===== src/rtl/fpcvt_pkg.sv =====
// Shared widths, FSM encoding and constants for the 12-bit sample to 8-bit float converter.
package fpcvt_pkg;

  localparam int IN_W  = 12;
  localparam int EXP_W = 3;
  localparam int SIG_W = 4;

  // Leading-one position after normalisation, and the round bit just below Sig.
  localparam int NORM_BIT = IN_W - 2;
  localparam int F_BIT    = NORM_BIT - SIG_W;

  localparam logic [EXP_W-1:0] E_MAX   = 3'd7;
  localparam logic [IN_W-1:0]  MAG_MAX = 12'h7FF;

  typedef enum logic [2:0] {
    ST_IDLE  = 3'd0,
    ST_LOAD  = 3'd1,
    ST_NORM  = 3'd2,
    ST_ROUND = 3'd3,
    ST_DONE  = 3'd4
  } state_t;

  typedef struct packed {
    logic             s;
    logic [EXP_W-1:0] e;
    logic [SIG_W-1:0] sig;
  } fp8_t;

  // Magnitude of a two's-complement sample; the most negative value clamps to MAG_MAX.
  function automatic logic [IN_W-1:0] abs_sat(input logic [IN_W-1:0] d);
    logic [IN_W-1:0] neg;
    neg = ~d + 1'b1;
    if (!d[IN_W-1])
      return d;
    else if (neg[IN_W-1])
      return MAG_MAX;
    else
      return neg;
  endfunction

endpackage


===== src/rtl/fpcvt_seq_ctrl_if.sv =====
// Producer-side and consumer-side handshakes of the converter, plus its busy flag.
interface fpcvt_seq_ctrl_if;
  import fpcvt_pkg::*;

  logic             in_valid;
  logic [IN_W-1:0]  in_data;
  logic             in_ready;
  logic             out_valid;
  logic             out_ready;
  logic             out_s;
  logic [EXP_W-1:0] out_e;
  logic [SIG_W-1:0] out_sig;
  logic             busy;

  modport master (
    output in_valid, in_data, out_ready,
    input  in_ready, out_valid, out_s, out_e, out_sig, busy
  );

  modport slave (
    input  in_valid, in_data, out_ready,
    output in_ready, out_valid, out_s, out_e, out_sig, busy
  );

endinterface


===== src/rtl/fpcvt_round_step.sv =====
// Round-half-up of the normalised significand with exponent bump on carry and saturation at E_MAX.
module fpcvt_round_step
  import fpcvt_pkg::*;
(
  input  logic [EXP_W-1:0] e_in,
  input  logic [SIG_W-1:0] sig_in,
  input  logic             f_in,
  output logic [EXP_W-1:0] e_out,
  output logic [SIG_W-1:0] sig_out
);

  logic [SIG_W:0] sum;

  always_comb begin
    sum     = {1'b0, sig_in} + {{SIG_W{1'b0}}, f_in};
    e_out   = e_in;
    sig_out = sum[SIG_W-1:0];
    if (sum[SIG_W]) begin
      if (e_in == E_MAX) begin
        e_out   = E_MAX;
        sig_out = '1;
      end else begin
        e_out   = e_in + {{(EXP_W-1){1'b0}}, 1'b1};
        sig_out = {1'b1, {(SIG_W-1){1'b0}}};
      end
    end
  end

endmodule


===== src/rtl/fpcvt_seq_ctrl.sv =====
// Sequenced converter: capture, sign/magnitude, one normalising shift per clock, round, hold until taken.
module fpcvt_seq_ctrl
  import fpcvt_pkg::*;
(
  input  logic           clk,
  input  logic           rst,
  fpcvt_seq_ctrl_if.slave bus
);

  state_t           state_q, state_d;
  logic [IN_W-1:0]  data_q, data_d;
  logic [IN_W-1:0]  mag_q, mag_d;
  logic [EXP_W-1:0] e_q, e_d;
  logic             s_q, s_d;
  fp8_t             res_q, res_d;
  logic             in_ready_q, in_ready_d;
  logic             out_valid_q, out_valid_d;
  logic             busy_q, busy_d;

  logic [EXP_W-1:0] e_rnd;
  logic [SIG_W-1:0] sig_rnd;

  fpcvt_round_step u_round (
    .e_in    (e_q),
    .sig_in  (mag_q[NORM_BIT -: SIG_W]),
    .f_in    (mag_q[F_BIT]),
    .e_out   (e_rnd),
    .sig_out (sig_rnd)
  );

  always_comb begin
    state_d = state_q;
    data_d  = data_q;
    mag_d   = mag_q;
    e_d     = e_q;
    s_d     = s_q;
    res_d   = res_q;
    case (state_q)
      ST_IDLE: begin
        if (bus.in_valid) begin
          data_d  = bus.in_data;
          state_d = ST_LOAD;
        end
      end
      ST_LOAD: begin
        s_d     = data_q[IN_W-1];
        mag_d   = abs_sat(data_q);
        e_d     = E_MAX;
        state_d = ST_NORM;
      end
      ST_NORM: begin
        // A zero magnitude never finds a leading one, so e bottoming out ends the walk.
        if (!mag_q[NORM_BIT] && (e_q != '0)) begin
          mag_d = mag_q << 1;
          e_d   = e_q - 1'b1;
        end else begin
          state_d = ST_ROUND;
        end
      end
      ST_ROUND: begin
        res_d.s   = s_q;
        res_d.e   = e_rnd;
        res_d.sig = sig_rnd;
        state_d   = ST_DONE;
      end
      ST_DONE: begin
        if (bus.out_ready)
          state_d = ST_IDLE;
      end
      default: state_d = ST_IDLE;
    endcase

    // Handshake flags are registered copies of the next state so they never glitch.
    in_ready_d  = (state_d == ST_IDLE);
    out_valid_d = (state_d == ST_DONE);
    busy_d      = (state_d != ST_IDLE);
  end

  always_ff @(posedge clk or posedge rst) begin
    if (rst) begin
      state_q     <= ST_IDLE;
      data_q      <= '0;
      mag_q       <= '0;
      e_q         <= '0;
      s_q         <= 1'b0;
      res_q       <= '0;
      in_ready_q  <= 1'b1;
      out_valid_q <= 1'b0;
      busy_q      <= 1'b0;
    end else begin
      state_q     <= state_d;
      data_q      <= data_d;
      mag_q       <= mag_d;
      e_q         <= e_d;
      s_q         <= s_d;
      res_q       <= res_d;
      in_ready_q  <= in_ready_d;
      out_valid_q <= out_valid_d;
      busy_q      <= busy_d;
    end
  end

  assign bus.in_ready  = in_ready_q;
  assign bus.out_valid = out_valid_q;
  assign bus.busy      = busy_q;
  assign bus.out_s     = res_q.s;
  assign bus.out_e     = res_q.e;
  assign bus.out_sig   = res_q.sig;

endmodule


===== src/flat_wrapper.sv =====
// flat-port wrapper written by rule: the top's interface ports become plain ports
module fpcvt_seq_ctrl_flat import fpcvt_pkg::*;
  (clk, rst, bus_in_valid, bus_in_data, bus_out_ready, bus_in_ready, bus_out_valid, bus_out_s, bus_out_e, bus_out_sig, bus_busy);
  fpcvt_seq_ctrl_if bus_i ();
  input  logic clk;
  input  logic rst;
  input wire logic [$bits(bus_i.in_valid)-1:0] bus_in_valid;
  input wire logic [$bits(bus_i.in_data)-1:0] bus_in_data;
  input wire logic [$bits(bus_i.out_ready)-1:0] bus_out_ready;
  output wire logic [$bits(bus_i.in_ready)-1:0] bus_in_ready;
  output wire logic [$bits(bus_i.out_valid)-1:0] bus_out_valid;
  output wire logic [$bits(bus_i.out_s)-1:0] bus_out_s;
  output wire logic [$bits(bus_i.out_e)-1:0] bus_out_e;
  output wire logic [$bits(bus_i.out_sig)-1:0] bus_out_sig;
  output wire logic [$bits(bus_i.busy)-1:0] bus_busy;
  assign bus_i.in_valid = bus_in_valid;
  assign bus_i.in_data = bus_in_data;
  assign bus_i.out_ready = bus_out_ready;
  assign bus_in_ready = bus_i.in_ready;
  assign bus_out_valid = bus_i.out_valid;
  assign bus_out_s = bus_i.out_s;
  assign bus_out_e = bus_i.out_e;
  assign bus_out_sig = bus_i.out_sig;
  assign bus_busy = bus_i.busy;
  fpcvt_seq_ctrl u_core (.clk(clk), .rst(rst), .bus(bus_i));
endmodule

===== config.mk =====
export PLATFORM = sky130hd
export DESIGN_NAME = fpcvt_seq_ctrl_flat
export DESIGN_NICKNAME = d
export VERILOG_FILES = /design/src/rtl/fpcvt_pkg.sv /design/src/rtl/fpcvt_seq_ctrl_if.sv /design/src/rtl/fpcvt_round_step.sv /design/src/rtl/fpcvt_seq_ctrl.sv /design/src/flat_wrapper.sv
export SDC_FILE = /design/constraint.sdc
export NUM_CORES = 1
export LEC_CHECK = 0
export ABC_AREA = 1
export BUFFER_PORTS_ARGS = -buffer_cell sky130_fd_sc_hd__buf_2
export CAP_MARGIN = 20
export CELL_PAD_IN_SITES_DETAIL_PLACEMENT = 0
export CELL_PAD_IN_SITES_GLOBAL_PLACEMENT = 2
export CORE_MARGIN = 5
export CORE_UTILIZATION = 34
export DETAILED_ROUTE_END_ITERATION = 8
export HOLD_SLACK_MARGIN = 0.03
export PLACE_DENSITY = 0.85
export SETUP_SLACK_MARGIN = 0.5
export SLEW_MARGIN = 10
export SYNTH_ARGS = -nofsm -noshare
export SYNTH_HDL_FRONTEND = slang
export SYNTH_HIERARCHICAL = 1
export SYNTH_SLANG_ARGS = --single-unit

===== constraint.sdc =====
create_clock -name clk -period 1.9 [get_ports clk]
set_input_delay 0.095 -clock clk [delete_from_list [all_inputs] [get_ports clk]]
set_output_delay 0.095 -clock clk [all_outputs]
set_load 0.05 [all_outputs]

==> results.py <==
metrics = {
    "timing": {
        "slew-limit-headroom": 0.639,
        "setup_skew_ps": 8.42,
        "fin_crit_sh": 0.797,
        "slew_violations": 0,
        "tightest_slew_ps": 542,
        "setup_repair_after_global_routing_missed_its_margin": "true",
        "max_freq_ghz": 0.661,
        "finalHoldWorstSlack_ps": 34.8,
        "tns_ps": 0,
        "hold_violations": 0,
        "final-setup-viol-count": 0,
        "worst_slack_ps": 386,
        "period_needed_ps": 1510,
    },
    "clocking": {
        "clkSinkCount": 41,
        "cts_max_path_buffers": 2,
        "clock_tree.htree_level_count": 2,
        "cts_root_buf": "sky130_fd_sc_hd__clkbuf_8",
        "tritoncts": "yes",
        "numCtsBuffers": 5,
        "clock_slew_at_the_register_clock_pins_of_the_worst_setup_and_hold_paths_ps": 90,
        "worst_skew_pair.late_latency_ps": 300,
    },
    "critical_path": {
        "timing.critical_path.required_ps": 2140,
        "startpoint_type": "flop",
        "worstPathArrival_ps": 1750,
        "worstPathMaxFanout": 8,
        "reg_to_reg_slack_setup_ps": 390,
        "r2r_cells": 9,
        "r2r_start": "u_core/e_q[1]$_DFFE_PP0P_",
        "timing.critical_path.to_type": "flop",
        "criticalPathCategory": "flop to flop",
        "regToRegEndpoint": "u_core/mag_q[4]$_DFFE_PP0P_",
        "timing.critical_path.from": "u_core/e_q[1]$_DFFE_PP0P_",
    },
    "floorplanning": {
        "vertical_die_dimension_um": 90.6,
        "dieArea_um2": 8220,
        "fp.coreArea_um2": 6350,
        "core.rowCount": 29,
        "die_x_um": 90.6,
        "floorplan.initialDensity": 0.348,
        "ioPinCount": 27,
    },
    "finish": {
        "final_area_um2": 2660,
        "area_growth_pct": 20.3,
        "highest_count_cells_in_the_layout_ignoring_fill_and_taps": "69 x sky130_fd_sc_hd__nand2_1, 39 x sky130_fd_sc_hd__dfrtp_1, 36 x sky130_fd_sc_hd__nor2_1",
        "layout.cells.most_common": "sky130_fd_sc_hd__nand2_1",
        "num_antenna_cells": 0,
        "proportion_of_layout_cells_with_a_drive_suffix_above_1": 0.269,
        "post_layout_utilization_of_the_core": 0.419,
        "num-nets-final": 330,
    },
    "synth": {
        "postSynthCellCount": 267,
        "syn-num-nets": 289,
        "netlist-cell-type-count": 31,
        "synth_simple_gate_area_frac": 0.270,
        "yosysSeqAreaShare": 0.465,
        "async_flop_share": 1.00,
        "synthAdderAreaFrac": 0.0340,
        "yosys-mux-area-fraction": 0.0509,
        "synth_cell_area_um2": 2210,
        "synth_top_family_by_area": "simple AND/OR/NAND/NOR gates",
        "yosys_warnings": 6,
        "yosys.area_share.xor_xnor": 0.0158,
        "edff_count_synth": 0,
        "synth-main-ff-cell": "sky130_fd_sc_hd__dfrtp_1",
        "synth_compound_gate_area_share": 0.0883,
        "mapped_avg_cell_area_um2": 8.28,
        "synth-seq-cells": 41,
    },
    "route": {
        "detail_route.wl_per_cell_um": 12.0,
        "avgViaCountPerCell": 4.51,
        "ant_nets": 0,
        "drt_drc_violations_left": 0,
        "drt-pass1-iter-count": 4,
        "detailroute.via_count": 1740,
        "dr.first_iter.drc_count": 61,
        "drt-total-wl_um": 4610,
    },
    "place": {
        "dp_worst_setup_slack_ps": 202,
        "place_congestion": 0.757,
        "dp_hpwl_um": 3230,
        "buffer_ports.inserted": 26,
        "postPlaceCellArea_um2": 2430,
    },
    "power_and_ir_drop": {
        "netSwitchingFraction": 0.480,
        "power_frac_seq": 0.323,
        "share_clk_of_total_power": 0.124,
        "total_leakage_power_nw": 1.36,
        "power_report.internal_total_mw": 2.60,
        "netSwitchingPower_mw": 2.40,
        "vdd_drop_max_v": 0.000707,
        "power_density_nw_per_um2": 1880,
        "p_comb_frac": 0.554,
    },
    "run": {
        "timing.max_cap.violations": 0,
    },
    "global_route": {
        "grt_antenna_before_repair": 0,
        "grt_usage": 0.123,
        "grt_pass1_wl_um": 8290,
        "first_global_vias": 1758,
        "grt_start_max_net_pins": 42,
        "grt_overflow": 0,
    },
    "outcome": {
        "outcome": "completed",
    },
    "min_path": {
        "holdPathEnd": "u_core/data_q[9]$_DFFE_PP0P_",
        "min-delay-start": "bus_in_data[9]",
        "worstHoldPathCells": 3,
        "min_path_type": "primary input to flop",
    },
}
synth_stat cells, types with 2 or more instances:
master                    number  share of area
sky130_fd_sc_hd__dfrtp_1      40           0.45
sky130_fd_sc_hd__nand3_1      16          0.036
sky130_fd_sc_hd__buf_4         3          0.010
sky130_fd_sc_hd__a21oi_1      12          0.027
sky130_fd_sc_hd__ha_1          6          0.034
sky130_fd_sc_hd__o21ai_1       9          0.020
sky130_fd_sc_hd__o31ai_1       2         0.0068
sky130_fd_sc_hd__nor2_4        2          0.010
sky130_fd_sc_hd__o21ai_0       5          0.011
sky130_fd_sc_hd__inv_2         4         0.0068
sky130_fd_sc_hd__nand2_1      71           0.12
sky130_fd_sc_hd__buf_2         2         0.0045
sky130_fd_sc_hd__nor2_1       37          0.063
sky130_fd_sc_hd__nand2_2       2         0.0057
sky130_fd_sc_hd__mux2_2       10          0.051
sky130_fd_sc_hd__inv_1        28          0.048
sky130_fd_sc_hd__xor2_1        3          0.012
sky130_fd_sc_hd__nand3_4       2          0.016
worst max path at each step:
| stage | endpoint | cells after the start |
|---|---|---|
| 6_report | u_core/mag_q[4]$_DFFE_PP0P_ | 9 |
| 5_1_grt | u_core/mag_q[4]$_DFFE_PP0P_ | 9 |
| 4_1_cts | u_core/mag_q[4]$_DFFE_PP0P_ | 9 |
| 3_5_place_dp | u_core/mag_q[4]$_DFFE_PP0P_ | 9 |
| 3_3_place_gp | u_core/mag_q[6]$_DFFE_PP0P_ | 7 |
| 2_1_floorplan | u_core/mag_q[6]$_DFFE_PP0P_ | 9 |
power by group through the flow:
stage / clock network, mW / logic, mW / registers (mW)
after floorplan: 0 / 1.74 / 1.96
after global placement: 0 / 2.53 / 1.64
after detailed placement: 0 / 2.56 / 1.65
after CTS: 0.641 / 2.75 / 1.61
after global routing: 0.689 / 3.14 / 1.69
final: 0.618 / 2.77 / 1.62
sequential cells by signal (all words and copies together), names as in the netlist:
name and count:
u_core/bus.out_s 1, u_core/bus.in_ready 1, u_core/bus.busy 1, u_core/mag_q 11, u_core/state_q 3, u_core/bus.out_sig 4, u_core/data_q 12, u_core/bus.out_valid 1
u_core/s_q 1, u_core/bus.out_e 3, u_core/e_q 3
critical path, stage by stage, from the launching register on:
cell and delay (ps):
sky130_fd_sc_hd__dfrtp_1 370, sky130_fd_sc_hd__inv_2 50, sky130_fd_sc_hd__ha_4 160, sky130_fd_sc_hd__ha_4 140, sky130_fd_sc_hd__or2_4 260, sky130_fd_sc_hd__nor2_4 150, sky130_fd_sc_hd__nor2_4 90, sky130_fd_sc_hd__nor2_1 100
sky130_fd_sc_hd__o21ai_1 70, sky130_fd_sc_hd__nand2_1 60
routing by layer:
layer / track usage / up-vias / routed length [µm]
met1: 0.161 / 774 / 2230
met4: 0.0422 / 0 / 47
met3: 0.0317 / 6 / 204
li1: - / 934 / -
met5: 0 / - / 0
met2: 0.197 / 26 / 2130
per-stage QoR:
| step | total power [mW] | instances |
|---|---|---|
| 2_1_floorplan | 3.69 | 267 |
| 3_3_place_gp | 4.17 | 367 |
| 3_5_place_dp | 4.21 | 367 |
| 4_1_cts | 5.01 | 385 |
| 5_1_grt | 5.52 | 386 |
| 6_report | 5.00 | 386 |
cell families after synthesis:
kind of cell	count (synthesis)
simple gates	134
flops	41
buf+inv	39
compound gates	33
mux	10
fa+ha+maj	6
xor+xnor	4
what timing repair did:
action,4_1_cts,5_1_grt
endpoints found under the setup margin,23,29
hold endpoints to repair,43,0
pin swaps,15,9
hold buffers,3,0
cloned,2,0
buffers inserted,5,1
resized for setup,7,5
final cells by class:
cell class	instances	area, µm²
Tap cell	77	96.3
Clock buffer	6	82.6
Multi-Input combinational cell	189	1080
Fill cell	652	3690
Sequential cell	41	1030
Clock inverter	2	13.8
Timing Repair Buffer	39	239
Inverter	32	120
(Power assumes the default switching activity.)
